## config.mk

```make
export PLATFORM = sky130hd
export DESIGN_NAME = fetch_unit
export DESIGN_NICKNAME = d
export VERILOG_FILES = /design/src/rtl/fetch_unit_pkg.sv /design/src/rtl/fetch_unit_branch_lut.sv /design/src/rtl/fetch_unit.sv
export SDC_FILE = /design/constraint.sdc
export NUM_CORES = 1
export LEC_CHECK = 0
export ABC_CLOCK_PERIOD_IN_PS = 6700
export CAP_MARGIN = 20
export CORE_MARGIN = 1
export CORE_UTILIZATION = 32
export DETAILED_ROUTE_END_ITERATION = 8
export GPL_ROUTABILITY_DRIVEN = 0
export SLEW_MARGIN = 20
export SYNTH_ARGS = -nofsm -noshare
export SYNTH_HDL_FRONTEND = slang
export SYNTH_SLANG_ARGS = --single-unit
export TNS_END_PERCENT = 10
```

## constraint.sdc

```tcl
create_clock -name Clk -period 6.7 [get_ports Clk]
set_clock_uncertainty 0.05 [all_clocks]
set_input_delay 1.005 -clock Clk [delete_from_list [all_inputs] [get_ports Clk]]
set_output_delay 1.005 -clock Clk [all_outputs]
set_load 0.05 [all_outputs]
```

## src/rtl/fetch_unit_pkg.sv

```systemverilog
// -----------------------------------------------------------------------------
// fetch_unit_pkg
//   Shared definitions for the instruction fetch stage: default PC width,
//   the program-terminating HALT word, the fetch FSM state type and the
//   contents of the 16-entry branch offset table.
// -----------------------------------------------------------------------------
package fetch_unit_pkg;

  localparam int         PC_W_DEFAULT      = 10;
  localparam logic [8:0] HALT_WORD_DEFAULT = 9'h1FF;

  typedef enum logic [1:0] {
    IDLE = 2'd0,
    RUN  = 2'd1,
    DONE = 2'd2
  } fetch_state_e;

  // Offsets are stored 16 bits wide and resized to the PC width at the point
  // of use, so a narrower PC simply wraps large offsets modulo 2**PC_W.
  localparam int LUT_W = 16;

  // Entry 0 is the rightmost element.
  localparam logic [15:0][LUT_W-1:0] BRANCH_LUT = {
    16'd200, 16'd100, 16'd10, 16'd64,   // 15..12
    16'd9,   16'd12,  16'd7,  16'd32,   // 11..8
    16'd5,   16'd16,  16'd3,  16'd8,    //  7..4
    16'd4,   16'd6,   16'd2,  16'd1     //  3..0
  };

endpackage : fetch_unit_pkg

```

## src/rtl/fetch_unit_branch_lut.sv

```systemverilog
// -----------------------------------------------------------------------------
// branch_lut
//   Combinational branch offset table: maps the 4-bit index carried in a
//   branch instruction to an unsigned PC_W-bit offset magnitude. The sign
//   (forward/backward) is applied by the caller.
//
// Ports
//   idx_i     in   4      table index
//   offset_o  out  PC_W   unsigned offset magnitude
// -----------------------------------------------------------------------------
module branch_lut
  import fetch_unit_pkg::*;
#(
  parameter int PC_W = PC_W_DEFAULT
) (
  input  logic [3:0]      idx_i,
  output logic [PC_W-1:0] offset_o
);

  assign offset_o = PC_W'(BRANCH_LUT[idx_i]);

endmodule : branch_lut

```

## src/rtl/fetch_unit.sv

```systemverilog
// -----------------------------------------------------------------------------
// fetch_unit
//   Instruction fetch stage in front of the decoder. Owns the PC, addresses a
//   synchronous instruction ROM (one cycle read latency) and presents one
//   instruction per cycle with a valid flag. Taken branches are resolved with
//   a LUT offset and a software-set direction bit; the fetch already in flight
//   is squashed, costing one bubble. A valid HALT word ends the program.
//
// Ports
//   Clk          in   1     clock, rising edge
//   Rst_n        in   1     asynchronous active-low reset
//   Start        in   1     start at StartAddr (IDLE or DONE only)
//   StartAddr    in   PC_W  first instruction address
//   Stall        in   1     freeze all fetch state this cycle
//   ImemAddr     out  PC_W  ROM read address (= PC)
//   ImemData     in   9     ROM read data, one cycle after ImemAddr
//   Instruction  out  9     word for the decoder
//   InstrValid   out  1     Instruction is live (0 = bubble)
//   InstrPC      out  PC_W  address of the word on Instruction
//   BranchTaken  in   1     current valid Instruction is a taken branch
//   BranchIdx    in   4     offset LUT index of the branch
//   BranchDirWr  in   1     load the branch direction bit
//   BranchDirIn  in   1     0 = forward (+offset), 1 = backward (-offset)
//   Done         out  1     HALT reached; held until the next Start
// -----------------------------------------------------------------------------
module fetch_unit
  import fetch_unit_pkg::*;
#(
  parameter int         PC_W      = PC_W_DEFAULT,
  parameter logic [8:0] HALT_WORD = HALT_WORD_DEFAULT
) (
  input  logic            Clk,
  input  logic            Rst_n,
  input  logic            Start,
  input  logic [PC_W-1:0] StartAddr,
  input  logic            Stall,
  output logic [PC_W-1:0] ImemAddr,
  input  logic [8:0]      ImemData,
  output logic [8:0]      Instruction,
  output logic            InstrValid,
  output logic [PC_W-1:0] InstrPC,
  input  logic            BranchTaken,
  input  logic [3:0]      BranchIdx,
  input  logic            BranchDirWr,
  input  logic            BranchDirIn,
  output logic            Done
);

  fetch_state_e    state_q, state_d;
  logic [PC_W-1:0] pc_q, pc_d;
  logic [PC_W-1:0] instr_pc_q, instr_pc_d;
  logic            valid_q, valid_d;
  logic            done_q, done_d;
  logic            dir_q, dir_d;

  // While stalled the ROM keeps reading the address *after* InstrPC, so the
  // word on Instruction is captured on the first stalled edge and replayed
  // until the stall is released.
  logic            held_q;
  logic [8:0]      hold_word_q;

  logic [PC_W-1:0] offset;
  logic [PC_W-1:0] branch_target;
  logic            halt_seen;

  branch_lut #(
    .PC_W (PC_W)
  ) u_branch_lut (
    .idx_i    (BranchIdx),
    .offset_o (offset)
  );

  assign Instruction   = held_q ? hold_word_q : ImemData;
  assign halt_seen     = valid_q && (Instruction == HALT_WORD);
  // Modular arithmetic falls out of the PC_W-bit result width.
  assign branch_target = dir_q ? (instr_pc_q - offset) : (instr_pc_q + offset);

  // NOTE: every next-state signal is defaulted to its current value before any
  // branch of the logic below, so no path leaves a variable unassigned and no
  // latch is inferred.
  always_comb begin
    state_d    = state_q;
    pc_d       = pc_q;
    instr_pc_d = instr_pc_q;
    valid_d    = valid_q;
    done_d     = done_q;
    dir_d      = dir_q;

    if (!Stall) begin
      // The branch in flight this cycle resolves with dir_q (the old value).
      if (BranchDirWr) begin
        dir_d = BranchDirIn;
      end

      unique case (state_q)
        IDLE, DONE: begin
          if (Start) begin
            state_d = RUN;
            pc_d    = StartAddr;
            valid_d = 1'b0;
            done_d  = 1'b0;
            dir_d   = 1'b0;
          end
        end

        RUN: begin
          if (halt_seen) begin
            // HALT wins over a simultaneous taken branch; PC freezes.
            state_d = DONE;
            done_d  = 1'b1;
            valid_d = 1'b0;
          end else if (valid_q && BranchTaken) begin
            // Squash the PC+1 word arriving next cycle.
            pc_d    = branch_target;
            valid_d = 1'b0;
          end else begin
            pc_d       = pc_q + PC_W'(1);
            instr_pc_d = pc_q;
            valid_d    = 1'b1;
          end
        end

        default: begin
          state_d = IDLE;
          valid_d = 1'b0;
        end
      endcase
    end
  end

  // NOTE: sequential state uses non-blocking assignments so every flop samples
  // the pre-edge values of the others, regardless of evaluation order.
  always_ff @(posedge Clk or negedge Rst_n) begin
    if (!Rst_n) begin
      state_q    <= IDLE;
      pc_q       <= '0;
      instr_pc_q <= '0;
      valid_q    <= 1'b0;
      done_q     <= 1'b0;
      dir_q      <= 1'b0;
    end else begin
      state_q    <= state_d;
      pc_q       <= pc_d;
      instr_pc_q <= instr_pc_d;
      valid_q    <= valid_d;
      done_q     <= done_d;
      dir_q      <= dir_d;
    end
  end

  always_ff @(posedge Clk or negedge Rst_n) begin
    if (!Rst_n) begin
      held_q      <= 1'b0;
      hold_word_q <= '0;
    end else begin
      held_q <= Stall;
      if (Stall && !held_q) begin
        hold_word_q <= ImemData;
      end
    end
  end

  assign ImemAddr   = pc_q;
  assign InstrPC    = instr_pc_q;
  assign InstrValid = valid_q;
  assign Done       = done_q;

endmodule : fetch_unit

```

; ---- Yosys cells after proc, flatten, opt, wreduce, memory -nomap -nowiden
; Memory sizes are Yosys's and may differ from the RTL's.
; Cells that the tools add are included.
[word_totals]
regBits = 35
mem_bits_ro = 256
input_bits = 30
word_cells = 53
mem_count = 1
[op_classes]
addsub = 3
order_cmp = 1
n_eq_ne = 6
n_mux = 19
bitwise_logic = 3
n_reduce_logical = 12
[memory_table]
columns = name, depth, width, rd, rd_ports_with_merged_regs, wr, line
row1 = (no name shown), 16, 16, 1, 0, 0, fetch_unit_branch_lut.sv:20  ; assign offset_o = PC_W'(BRANCH_LUT[idx_i]);
[op_table]
columns = op, n
row1 = $mux W10, 5
row2 = $pmux W10 S2, 1
row3 = $reduce_and A4 Y1, 3
row4 = $add A10 B1 Y10 const B, 1
row5 = $add A10 B10 Y10, 1
row6 = $sub A10 B10 Y10, 1
row7 = $eq A9 B9 Y1 const B, 1
row8 = $mux W9, 1
row9 = $mux W1, 7
row10 = $ne A2 B2 Y1 const B, 3
row11 = $lt A4 B5 Y1 const B, 1
row12 = $mux W2, 2
row13 = $pmux W1 S2, 2
row14 = $pmux W2 S2, 1
row15 = $logic_and A1 B1 Y1, 3
row16 = $not A1 Y1, 3
row17 = $reduce_and A3 Y1, 1
row18 = $eq A2 B1 Y1 const B, 1
row19 = $eq A2 B2 Y1 const B, 1
row20 = $logic_not A2 Y1, 1
row21 = $reduce_and A2 Y1, 1
row22 = $reduce_bool A2 Y1, 1
row23 = $reduce_or A2 Y1, 1
row24 = $logic_not A1 Y1, 1

; ---- Depth between registers and ports, before layout
[depth]
word_depth = 7
mapped_depth = 17
ltp_nobuf = 17

; ---- By module
; From an unflattened synthesis, not the netlist that was laid out.
[unflattened]
hier_cells = 298
hier_area_um2 = 2822.7
[modules_own_cells]
columns = mod, instances, cells_each, area_per_inst_um2, seq_area_each_um2
row1 = fetch_unit, 1, 268, 2563.7, 875.8
row2 = branch_lut, 1, 30, 259.0, 0.0

; ---- Worst setup path after synthesis
; Ideal clock, no wire load.
[synth_timing]
path_type = input to register
from = input port BranchIdx[0]
to = register pc_q[9] (netlist: ImemAddr[9])
setup_time_ns = 0.082
arrival_time_ns = 3.775
setup_slack_ns = 2.793
cell_stages = 17
path_buffers = 0
path_cell_list = inv_1 -> ha_1 -> mux2_1 -> mux2_2 -> clkinv_2 -> ha_1 -> a31oi_1 -> nor2_1 -> xor2_1 -> ha_1 -> and2_1 -> and3_1 -> a21o_1 -> a31oi_1 -> xnor2_1 -> o211ai_1 -> a31oi_1
[synth_via]
elab_chain_cells = 7
word_cells_on_any_way = 8
classes_between = add/sub (2) / mux (5) / memory (1)
[synth_lines]
columns = element, line
row1 = "start, declared", fetch_unit.sv:43  ; input logic [3:0] BranchIdx,
row2 = $mem_v2 Z16 W16 (*), --
row3 = $mux W10 (not written as such) (*), fetch_unit_branch_lut.sv:20
row4 = $add A10 B10 Y10 / $sub A10 B10 Y10 (equally long branches), fetch_unit.sv:76  ; assign branch_target = dir_q ? (instr_pc_q - offset) : (instr_pc_q + offset);
row5 = $mux W10 (*), fetch_unit.sv:76
row6 = $mux W10 (*), fetch_unit.sv:112  ; end else if (valid_q && BranchTaken) begin
row7 = $mux W10 (*), fetch_unit.sv:107  ; if (halt_seen) begin
row8 = $pmux W10 S2 (*), fetch_unit.sv:95  ; unique case (state_q)
row9 = "end signal, assigned", fetch_unit.sv:143  ; pc_q <= pc_d;
row10 = "end, declared", fetch_unit.sv:50  ; logic [PC_W-1:0] pc_q, pc_d;
; Mark *: on every way between the ends. The rest lies on a longest branch, timed or not. The select of a mux whose other input is x is not followed.
; A chain may end at the register's enable or synchronous reset.

; ---- Final worst setup path
; Ends and elaborated chain as after synthesis.

==> flow_summary.json <==
{
  "crit_fanout": 6,
  "die_height_um": 95.15,
  "clockBufferDepth": 2,
  "final_common_cell": "clkdlybuf4s50_1",
  "nFillCells": 823,
  "clock_sinks": 35,
  "drv_cap": 0,
  "mostFrequentLayoutCells": "60 x clkdlybuf4s50_1, 35 x dfrtp_1, 25 x nand2_1, 23 x nor2_1, 22 x a21oi_1",
  "worstSetupPathType": "in -> reg",
  "drive_above_1_share_pct": 11.65,
  "crit_start": "BranchIdx[0]",
  "multi_input_area_um2": 1734,
  "hpwl_um": 5121,
  "clk-insertion-delay-late_ns": 0.29,
  "num_rows": 33,
  "status": "finished clean",
  "post_cts_buffers": 0,
  "die_area_um2": 9053,
  "io_pins": 61,
  "grt_max_degree": 36,
  "vias": 2364,
  "area_growth_pct": 26.41,
  "max_freq_mhz": 224.8,
  "ir_drop_v": 0.0001607,
  "hp-class": "reg -> reg",
  "required_ns": 6.86,
  "yosys.area.top_type_share_pct": 31.55,
  "power_density_nw_per_um2": 429.0,
  "route.detailed.drc": 0,
  "grtUsageTotal_pct": 15.41,
  "htree_levels": 2,
  "seq_area_um2": 875.8,
  "drv_slew": 0,
  "cp-end-kind": "register",
  "ys_types": 56,
  "drt_iter0_drc": 88,
  "drtPass1Iterations": 4,
  "async_flop_share_pct": 100.0,
  "wl_um": 6712,
  "final_core_util_pct": 42.29,
  "slew_headroom_pct": 54.35,
  "cts_root_buf": "clkbuf_8",
  "avgSynthCellArea_um2": 9.317,
  "r2r_setup_slack_ns": 3.91,
  "ys_seq_area_share_pct": 31.55,
  "synth_edf_count": 0,
  "syn_area_um2": 2776,
  "num_antenna_cells": 0,
  "fp.dieW_um": 95.15,
  "r2r-start": "held_q",
  "rr_endpoint": "InstrPC[8]",
  "cp-start-kind": "input pin",
  "yosys.area.top_type": "dfrtp_1",
  "start_util_pct": 33.45,
  "timing.final.crit_period_ns": 4.448,
  "power_leakage_uw": 0.001442,
  "arrival_ns": 4.60,
  "synthFlopType": "dfrtp_1",
  "synth_nets": 345,
  "worstMarginPinSlew_ns": 0.6834,
  "finalSetupTns_ns": 0,
  "numCtsBuffers": 5,
  "setup_viol": 0,
  "grt_pass1_wl_um": 10850,
  "drtAntennaViolNets": 0,
  "rsz0062_at_grt": "no",
  "grt_antenna_before_repair": 0,
  "portBuffers": 60,
  "fin_nets": 398,
  "core_um2": 8299,
  "ys_top_cells_by_area": "dfrtp_1 32%, mux2_2 7.7%, ha_1 7.2%",
  "grt_pass1_vias": 2207,
  "via_per_inst": 5.173,
  "syn_inst": 298,
  "clk_pin_slew_worst_paths_ns": 0.08,
  "overflow": 0,
  "hold_violations": 0,
  "crit_path_end": "ImemAddr[9]",
  "wl_per_cell_um": 14.69,
  "holdBufCountCts": 0,
  "yosysWarnings": 0,
  "r2r_cells": 6,
  "cts_resized": 0,
  "cts_tree": "done",
  "post-route-period-util_pct": 66.39,
  "ys_ff_latch": 35
}
==> synth_stat cells, types with 7 or more instances <==
cell type / instances
nand2b_1: 7
ha_1: 16
xor2_1: 8
dfrtp_1: 35
nand2_1: 25
inv_1: 10
nand3_1: 9
nor2_1: 23
mux2_1: 9
a21oi_1: 22
o21ai_0: 15
mux2_2: 19
xnor2_1: 12
==> area by class of cell <==
type,instances,share of cell area [%]
clock inverter,2,0.9982
multi-input combinational,237,49.41
tap,105,3.743
clock buffer,6,2.353
timing repair buffer,61,17.33
inverter,11,1.212
sequential,35,24.96
==> worst max-delay path: stages <==
cell,delay (ns)
clkdlybuf4s50_1,0.55
inv_1,0.11
ha_1,0.24
mux2_1,0.31
mux2_2,0.29
clkinv_2,0.06
ha_1,0.16
a31oi_1,0.13
nor2_1,0.15
xor2_1,0.15
ha_1,0.29
and2_1,0.19
and3_1,0.20
a21o_1,0.17
a31oi_1,0.16
xnor2_1,0.14
o211ai_1,0.10
a31oi_1,0.17
==> registers in the layout, summed over array words and instances, names as in the netlist <==
register and flops:
state_q 2, Done 1, dir_q 1, held_q 1
hold_word_q 9, ImemAddr 10, InstrPC 10, InstrValid 1
==> worst min-delay path by stage <==
stage,slack [ns],depth (start not counted),end,from
global placement,0.44,1,hold_word_q[8],hold_word_q[8]
finish,0.46,1,hold_word_q[8],hold_word_q[8]
detailed placement,0.44,1,hold_word_q[8],hold_word_q[8]
global route,0.49,1,hold_word_q[8],hold_word_q[8]
floorplan,0.42,1,hold_word_q[8],hold_word_q[8]
CTS,0.46,1,hold_word_q[8],hold_word_q[8]
==> per-stage QoR <==
stage                     power (uW)  cell area, um2  cells  hold WS, ns  setup WS [ns]
after floorplan                 1046            2776    298       0.4237          2.793
after global placement          1300            3392    449       0.4365          2.023
after detailed placement        1309            3392    449       0.4414          1.951
after CTS                       1515            3510    457       0.4593          2.249
after global routing            1612            3510    457       0.4894          1.904
final                           1506            3510    457       0.4562          2.252
==> logic make-up (layout without fill, tap and decap cells) <==
group                    Yosys count  in the layout  share of synthesized area, %
flip-flops                        35             35                         31.55
AO/OA/AOI/OAI                     73             73                         17.58
AND/OR/NAND/NOR                   96             96                         17.76
adder cells (fa/ha/maj)           17             17                         7.931
XOR/XNOR                          20             20                         6.309
multiplexers                      31             31                         12.89
buffers and inverters             26             80                         5.993
==> metal layers <==
layer,routed length (um),share of wire [%],GRT usage [%]
met3,323,4.8,2.632
met1,3235,48,21.33
met4,41,0.61,3.409
met2,3112,46,25.00
met5,0,0,0
==> where the power goes <==
part,total [uW],switching [uW],internal [uW]
clock network,200,79.9,120
logic,914,547,367
registers,392,109,282
total,1510,736,770
(Power assumes the default switching activity.)
